`src/rtl/rtc_pkg.sv`:
```
// Shared types and constants for the time-of-day counter.
// Holds the RUN/EDIT state enum, field-select codes, BCD/hour limits and
// the hour-to-BCD display decode used by rtc_counter.
package rtc_pkg;

  localparam int unsigned BCD_W = 4;
  localparam int unsigned HR_W  = 5;
  localparam int unsigned SEL_W = 2;

  typedef enum logic {
    ST_RUN  = 1'b0,
    ST_EDIT = 1'b1
  } state_t;

  localparam logic [SEL_W-1:0] SEL_SEC  = 2'd0;
  localparam logic [SEL_W-1:0] SEL_MIN  = 2'd1;
  localparam logic [SEL_W-1:0] SEL_HR   = 2'd2;
  localparam logic [SEL_W-1:0] SEL_NONE = 2'd3;

  localparam logic [BCD_W-1:0] BCD_MAX_TENS  = 4'd5;
  localparam logic [BCD_W-1:0] BCD_MAX_UNITS = 4'd9;
  localparam logic [HR_W-1:0]  HR_MAX        = 5'd23;

  // Binary hour (0-23) to {tens, units} BCD, optionally folded to 12-hour form.
  function automatic logic [2*BCD_W-1:0] hr_to_bcd(input logic [HR_W-1:0] hr,
                                                   input logic            mode_12h);
    logic [HR_W-1:0] h;
    h = hr;
    if (mode_12h) begin
      if (hr == '0)          h = 5'd12;
      else if (hr > 5'd12)   h = hr - 5'd12;
    end
    if (h >= 5'd20)      return {4'd2, 4'(h - 5'd20)};
    else if (h >= 5'd10) return {4'd1, 4'(h - 5'd10)};
    else                 return {4'd0, 4'(h)};
  endfunction

endpackage

```
`src/rtl/bcd_mod60.sv`:
```
// Two-digit BCD counter 00-59.
// Ports: clk/reset (sync, active-high); inc/dec step with wrap and no carry;
// carry_in advances like inc; carry_out flags carry_in arriving at 59.
module bcd_mod60
  import rtc_pkg::*;
(
  input  logic             clk,
  input  logic             reset,
  input  logic             inc,
  input  logic             dec,
  input  logic             carry_in,
  output logic [BCD_W-1:0] tens,
  output logic [BCD_W-1:0] units,
  output logic             carry_out
);

  logic [BCD_W-1:0] r_tens;
  logic [BCD_W-1:0] r_units;
  logic             w_up;
  logic             w_at_max;

  assign w_up      = inc || (carry_in && !dec);
  assign w_at_max  = (r_tens == BCD_MAX_TENS) && (r_units == BCD_MAX_UNITS);
  assign carry_out = carry_in && w_at_max;
  assign tens      = r_tens;
  assign units     = r_units;

  // Digit update: up-count wraps 59->00, down-count wraps 00->59.
  always_ff @(posedge clk) begin
    if (reset) begin
      r_tens  <= '0;
      r_units <= '0;
    end else if (w_up) begin
      if (r_units == BCD_MAX_UNITS) begin
        r_units <= '0;
        r_tens  <= (r_tens == BCD_MAX_TENS) ? '0 : r_tens + 4'd1;
      end else begin
        r_units <= r_units + 4'd1;
      end
    end else if (dec) begin
      if (r_units == '0) begin
        r_units <= BCD_MAX_UNITS;
        r_tens  <= (r_tens == '0) ? BCD_MAX_TENS : r_tens - 4'd1;
      end else begin
        r_units <= r_units - 4'd1;
      end
    end
  end

endmodule

```
`src/rtl/rtc_counter.sv`:
```
// Time-of-day counter with one-second prescaler and RUN/EDIT state machine.
// Ports: CLOCK_50, reset (sync, active-high); mode_12h, sel, inc, dec, resume
// in; BCD digits sec/min (registered), hr_h/hr_l/pm decoded from the hour
// register; state (0 RUN, 1 EDIT); one_sec tick; change pulse.
// Optional alarm (alarm_edit, alarm_on, alarm_hit) under macro RTC_ALARM_EN.
module rtc_counter
  import rtc_pkg::*;
#(
  parameter int unsigned CLK_HZ = 50000000
) (
  input  logic             CLOCK_50,
  input  logic             reset,
  input  logic             mode_12h,
  input  logic [SEL_W-1:0] sel,
  input  logic             inc,
  input  logic             dec,
  input  logic             resume,
  output logic [BCD_W-1:0] sec_l,
  output logic [BCD_W-1:0] sec_h,
  output logic [BCD_W-1:0] min_l,
  output logic [BCD_W-1:0] min_h,
  output logic [BCD_W-1:0] hr_l,
  output logic [BCD_W-1:0] hr_h,
  output logic             pm,
  output logic             state,
  output logic             one_sec,
`ifdef RTC_ALARM_EN
  input  logic             alarm_edit,
  input  logic             alarm_on,
  output logic             alarm_hit,
`endif
  output logic             change
);

  localparam int unsigned PW = $clog2(CLK_HZ);

  state_t          r_state;
  state_t          w_state_nxt;
  logic [PW-1:0]   r_presc;
  logic [HR_W-1:0] r_hr;
  logic            r_change;
  logic            w_one_sec;
  logic            w_req;
  logic            w_tick;
  logic            w_time_sel;
  logic            w_sec_co;
  logic            w_min_co;
  logic            w_hr_inc;
  logic            w_hr_dec;

`ifdef RTC_ALARM_EN
  // Alarm edits bypass the time registers and the FSM entirely.
  assign w_time_sel = !alarm_edit;
`else
  assign w_time_sel = 1'b1;
`endif

  // Valid time edit: exactly one direction and a real field.
  assign w_req     = (inc ^ dec) && (sel != SEL_NONE) && w_time_sel;
  assign w_one_sec = (r_state == ST_RUN) && (r_presc == PW'(CLK_HZ - 1));
  // An edit in the same cycle as a tick wins; the tick is dropped.
  assign w_tick    = w_one_sec && !w_req;
  assign w_hr_inc  = w_req && inc && (sel == SEL_HR);
  assign w_hr_dec  = w_req && dec && (sel == SEL_HR);

  bcd_mod60 u_sec (
    .clk       (CLOCK_50),
    .reset     (reset),
    .inc       (w_req && inc && (sel == SEL_SEC)),
    .dec       (w_req && dec && (sel == SEL_SEC)),
    .carry_in  (w_tick),
    .tens      (sec_h),
    .units     (sec_l),
    .carry_out (w_sec_co)
  );

  bcd_mod60 u_min (
    .clk       (CLOCK_50),
    .reset     (reset),
    .inc       (w_req && inc && (sel == SEL_MIN)),
    .dec       (w_req && dec && (sel == SEL_MIN)),
    .carry_in  (w_sec_co),
    .tens      (min_h),
    .units     (min_l),
    .carry_out (w_min_co)
  );

  // Hour register: edits wrap 0..23, carry from minutes advances it.
  always_ff @(posedge CLOCK_50) begin
    if (reset) begin
      r_hr <= '0;
    end else if (w_hr_inc || (w_min_co && !w_hr_dec)) begin
      r_hr <= (r_hr == HR_MAX) ? '0 : r_hr + 5'd1;
    end else if (w_hr_dec) begin
      r_hr <= (r_hr == '0) ? HR_MAX : r_hr - 5'd1;
    end
  end

  // FSM state register.
  always_ff @(posedge CLOCK_50) begin
    if (reset) r_state <= ST_RUN;
    else       r_state <= w_state_nxt;
  end

  // FSM next state.
  always_comb begin
    w_state_nxt = r_state;
    unique case (r_state)
      ST_RUN:  if (w_req)  w_state_nxt = ST_EDIT;
      ST_EDIT: if (resume) w_state_nxt = ST_RUN;
    endcase
  end

  // Prescaler is parked at 0 for the whole EDIT stay so RUN restarts a full second.
  always_ff @(posedge CLOCK_50) begin
    if (reset) begin
      r_presc <= '0;
    end else if ((r_state == ST_EDIT) || (w_state_nxt == ST_EDIT)) begin
      r_presc <= '0;
    end else if (r_presc == PW'(CLK_HZ - 1)) begin
      r_presc <= '0;
    end else begin
      r_presc <= r_presc + PW'(1);
    end
  end

  // Change strobe marks the first cycle a new time value is visible.
  always_ff @(posedge CLOCK_50) begin
    if (reset) r_change <= 1'b0;
    else       r_change <= w_tick || w_req;
  end

  assign {hr_h, hr_l} = hr_to_bcd(r_hr, mode_12h);
  assign pm           = (r_hr >= 5'd12);
  assign state        = (r_state == ST_EDIT);
  assign one_sec      = w_one_sec;
  assign change       = r_change;

`ifdef RTC_ALARM_EN
  logic [BCD_W-1:0] w_al_min_h;
  logic [BCD_W-1:0] w_al_min_l;
  logic             w_al_co;
  logic [HR_W-1:0]  r_al_hr;
  logic             r_tick_d;
  logic             w_al_req;

  assign w_al_req = alarm_edit && (inc ^ dec) && ((sel == SEL_MIN) || (sel == SEL_HR));

  bcd_mod60 u_al_min (
    .clk       (CLOCK_50),
    .reset     (reset),
    .inc       (w_al_req && inc && (sel == SEL_MIN)),
    .dec       (w_al_req && dec && (sel == SEL_MIN)),
    .carry_in  (1'b0),
    .tens      (w_al_min_h),
    .units     (w_al_min_l),
    .carry_out (w_al_co)
  );

  // Alarm hour and the delayed tick used to qualify a match.
  always_ff @(posedge CLOCK_50) begin
    if (reset) begin
      r_al_hr  <= '0;
      r_tick_d <= 1'b0;
    end else begin
      r_tick_d <= w_tick;
      if (w_al_req && inc && (sel == SEL_HR))
        r_al_hr <= (r_al_hr == HR_MAX) ? '0 : r_al_hr + 5'd1;
      else if (w_al_req && dec && (sel == SEL_HR))
        r_al_hr <= (r_al_hr == '0) ? HR_MAX : r_al_hr - 5'd1;
    end
  end

  // Hit in the cycle the ticked time HH:MM:00 first becomes visible.
  assign alarm_hit = r_tick_d && alarm_on && !w_al_co &&
                     (sec_h == '0) && (sec_l == '0) &&
                     (min_h == w_al_min_h) && (min_l == w_al_min_l) &&
                     (r_hr == r_al_hr);
`endif

endmodule

```
`config.mk`:
```
export PLATFORM = sky130hd
export DESIGN_NAME = rtc_counter
export DESIGN_NICKNAME = d
export VERILOG_FILES = /design/src/rtl/rtc_pkg.sv /design/src/rtl/bcd_mod60.sv /design/src/rtl/rtc_counter.sv
export SDC_FILE = /design/constraint.sdc
export NUM_CORES = 1
export LEC_CHECK = 0
export ABC_AREA = 1
export CAP_MARGIN = 10
export CELL_PAD_IN_SITES_DETAIL_PLACEMENT = 0
export CELL_PAD_IN_SITES_GLOBAL_PLACEMENT = 2
export CORE_ASPECT_RATIO = 1.25
export CORE_MARGIN = 5
export CORE_UTILIZATION = 33
export DETAILED_ROUTE_END_ITERATION = 10
export PLACE_DENSITY_LB_ADDON = 0.1
export SLEW_MARGIN = 20
export SYNTH_ARGS = -nofsm -noshare
export SYNTH_HDL_FRONTEND = slang
export SYNTH_HIERARCHICAL = 1
export SYNTH_SLANG_ARGS = --single-unit
```
`constraint.sdc`:
```
create_clock -name CLOCK_50 -period 4.8 [get_ports CLOCK_50]
set_input_delay 0.96 -clock CLOCK_50 [delete_from_list [all_inputs] [get_ports CLOCK_50]]
set_output_delay 0.96 -clock CLOCK_50 [all_outputs]
set_load 0.02 [all_outputs]
```
==> results.txt <==
status - finished, final reports clean
H-tree levels - 2
skew final - 0.00313 ns
full die area - 0.0128 mm^2
IO Count - 36
post-layout instance area - 0.00417 mm^2
setup bufs post-CTS - 0
fill cell count - 1,125
DRT antenna net count - 0
most frequent cells in the layout - nand2_1, inv_1, nor2_1, dfxtp_1, nand3_1
Hold Violations, Final - 0
Synth Area in XOR/XNOR - 1.74%
core area - 0.0105 mm^2
Hold WC Path Type - reg -> reg
complex-gate fraction of the synthesized area - 9.10%
clk sinks - 49
DRC Markers - 0
#FFs+latches synth - 49
mux contribution to synthesized area - 0%
placed cells - 723
crit share post-route - 91.3%
met3 routed WL - 242 um
Vias/cell - 4.79
largest net degree at the start of global routing - 26
clk_lat worst skew - 0.29 ns
power per cell area - 270 mW/mm^2
Seq/Total Area, Yosys - 27.9%
highest routed layer - met4
Max Slew Vio Count - 0
fraction of layout cells with a size suffix above 1 - 12.4%
Detailed Place HPWL - 6.71 mm
TritonRoute pass-1 iters - 4
instance count of the mapped netlist - 561
Synth Area in Adders - 2.84%
met2 wire len - 4.18 mm
# setup viols final - 0
initial antenna violation count - 0
commonest non-fill, non-tap cell in the layout - nand2_1
kind of end point of the critical path - output pin
WP data required - 3.84 ns
post-place instance area - 0.00398 mm^2
critical-path maximum fanout - 6
root buffer cell - clkbuf_16
Hold Buf Count CTS - 0
gr ovfl total - 0
Worst R2R Start - r_presc[0]
mapped cell area - 0.00352 mm^2
Antenna diodes - 0
hold path depth - 2
reg2reg end - r_hr[3]
Total Wirelength - 8.77 mm
Leak - 0.00179 uW
Die W - 102 um
Rows - 42
PostCTS Resize Cnt - 0
Max-Cap Viols - 0
min-delay src - r_presc[25]
synth warn - 6
post-DR wirelength/cell - 12.0 um
largest family of logic cells by synthesized area - simple AND/OR/NAND/NOR gates
CTS Buf Count - 5
first-pass GRT wire length - 15.0 mm
Total Neg Setup Slack - 0 ns
via count of the first global-routing pass - 3,201
Initial Util - 33.5%
Max clock buf depth - 2
CTS tree - built
die height - 125 um
fin nets - 614
number of buffers added on ports - 33
Final GP Congestion - 0.809
Achievable Freq - 228 MHz
crit path kind - in -> out
total number of vias - 3,500
Tot GR Track Use - 14.1%
reg-to-reg setup timing slack - 1.74 ns
path depth of the worst reg2reg path - 17
Yosys cell types - 40
Syn Area/Cell - 6.28 um^2
Layout area overhead - 18.5%
Initial DRC Count - 130
Synth Area in Simple Gates - 47.5%
CP Data Arrival Time - 3.42 ns
min Tclk post-route - 4.38 ns
worst hold endpoint - r_presc[25]
clock slew at reported path FFs - 0.07 ns
Startpoint Class - input pin
RSZ-0062 raised after global routing - false
final non-filler cell total - 731
M1 wire length - 4.23 mm
Worst VDD drop - 0.168 mV
[layer usage]
metal | vias to the layer above | global-route usage (%)
li1 | 1885 | -
met1 | 1561 | 18.5
met2 | 46 | 23.3
met3 | 8 | 2.40
met4 | 0 | 4.32
met5 | - | 0
[critical path, cell delays in order]
cell	delay, ns
clkdlybuf4s50_1	0.58
nand2_1	0.17
nand3_1	0.17
inv_1	0.09
ha_1	0.20
nand2_1	0.05
nand4_1	0.11
o21bai_2	0.24
nand2_1	0.10
nand2_1	0.07
nand2_1	0.04
inv_1	0.04
clkdlybuf4s50_1	0.59
[final cells by class]
class / count / area (um^2) / share of cell area [%]
timing repair buffer: 33 / 330 / 7.92
multi-input combinational: 418 / 2160 / 51.8
clock inverter: 3 / 68.8 / 1.65
clock buffer: 5 / 125 / 3.00
sequential: 49 / 981 / 23.5
inverter: 91 / 342 / 8.19
tap: 132 / 165 / 3.96
[sequential cells by signal, summed over array words and instances, names as in the netlist]
name / flops
change: 1
r_hr: 5
r_presc: 26
state: 1
u_min/tens: 4
u_min/units: 4
u_sec/tens: 4
u_sec/units: 4
[Yosys cell counts (all sizes together)]
cell / number / area share, %
a22oi: 1 / 0.21
o21a: 1 / 0.21
inv: 91 / 9.7
a21oi: 24 / 3.9
nand3: 48 / 8.0
nand3b: 1 / 0.21
nand4: 20 / 4.1
xnor2: 1 / 0.25
nor4: 7 / 1.2
ha: 8 / 2.8
xor2: 6 / 1.5
a31oi: 2 / 0.36
o21bai: 1 / 0.32
or2: 5 / 0.89
and2: 1 / 0.18
o211ai: 8 / 1.7
buf: 4 / 1.2
dfxtp: 49 / 28
a211oi: 1 / 0.21
nor2: 67 / 8.7
o21ai: 15 / 2.1
nor3: 23 / 3.6
nand2: 171 / 20
nor3b: 5 / 1.1
conb: 1 / 0.11
[through the flow]
stage	setup WS (ns)	total power (uW)	hold WS [ns]	utilization [%]
6_report	0.418	1130	0.470	39.7
4_1_cts	0.374	1150	0.472	39.7
2_1_floorplan	1.66	599	0.436	-
3_5_place_dp	0.395	670	0.462	37.9
3_3_place_gp	0.448	671	0.448	37.9
5_1_grt	0.117	1200	0.498	39.7
[cells by family after synthesis]
| family | after synthesis |
|---|---|
| and+or+nand+nor | 348 |
| other | 1 |
| buffers and inverters | 95 |
| xor gates and xnor gates | 7 |
| DFF | 49 |
| adders and majority gates | 8 |
| AOI/OAI and AO/OA | 53 |
[power by group]
| part | switching (uW) | internal (uW) |
|---|---|---|
| logic | 133 | 85.1 |
| clock network | 166 | 301 |
| registers | 22.2 | 419 |
[worst max-delay path by stage]
stage,slack [ns],startpoint,to
4_1_cts,0.37,mode_12h,hr_l[1]
6_report,0.42,mode_12h,hr_l[1]
3_3_place_gp,0.45,mode_12h,hr_l[1]
5_1_grt,0.12,mode_12h,hr_l[1]
3_5_place_dp,0.39,mode_12h,hr_l[1]
2_1_floorplan,1.66,mode_12h,hr_l[3]
No activity file was read; power rests on OpenSTA's default activity.
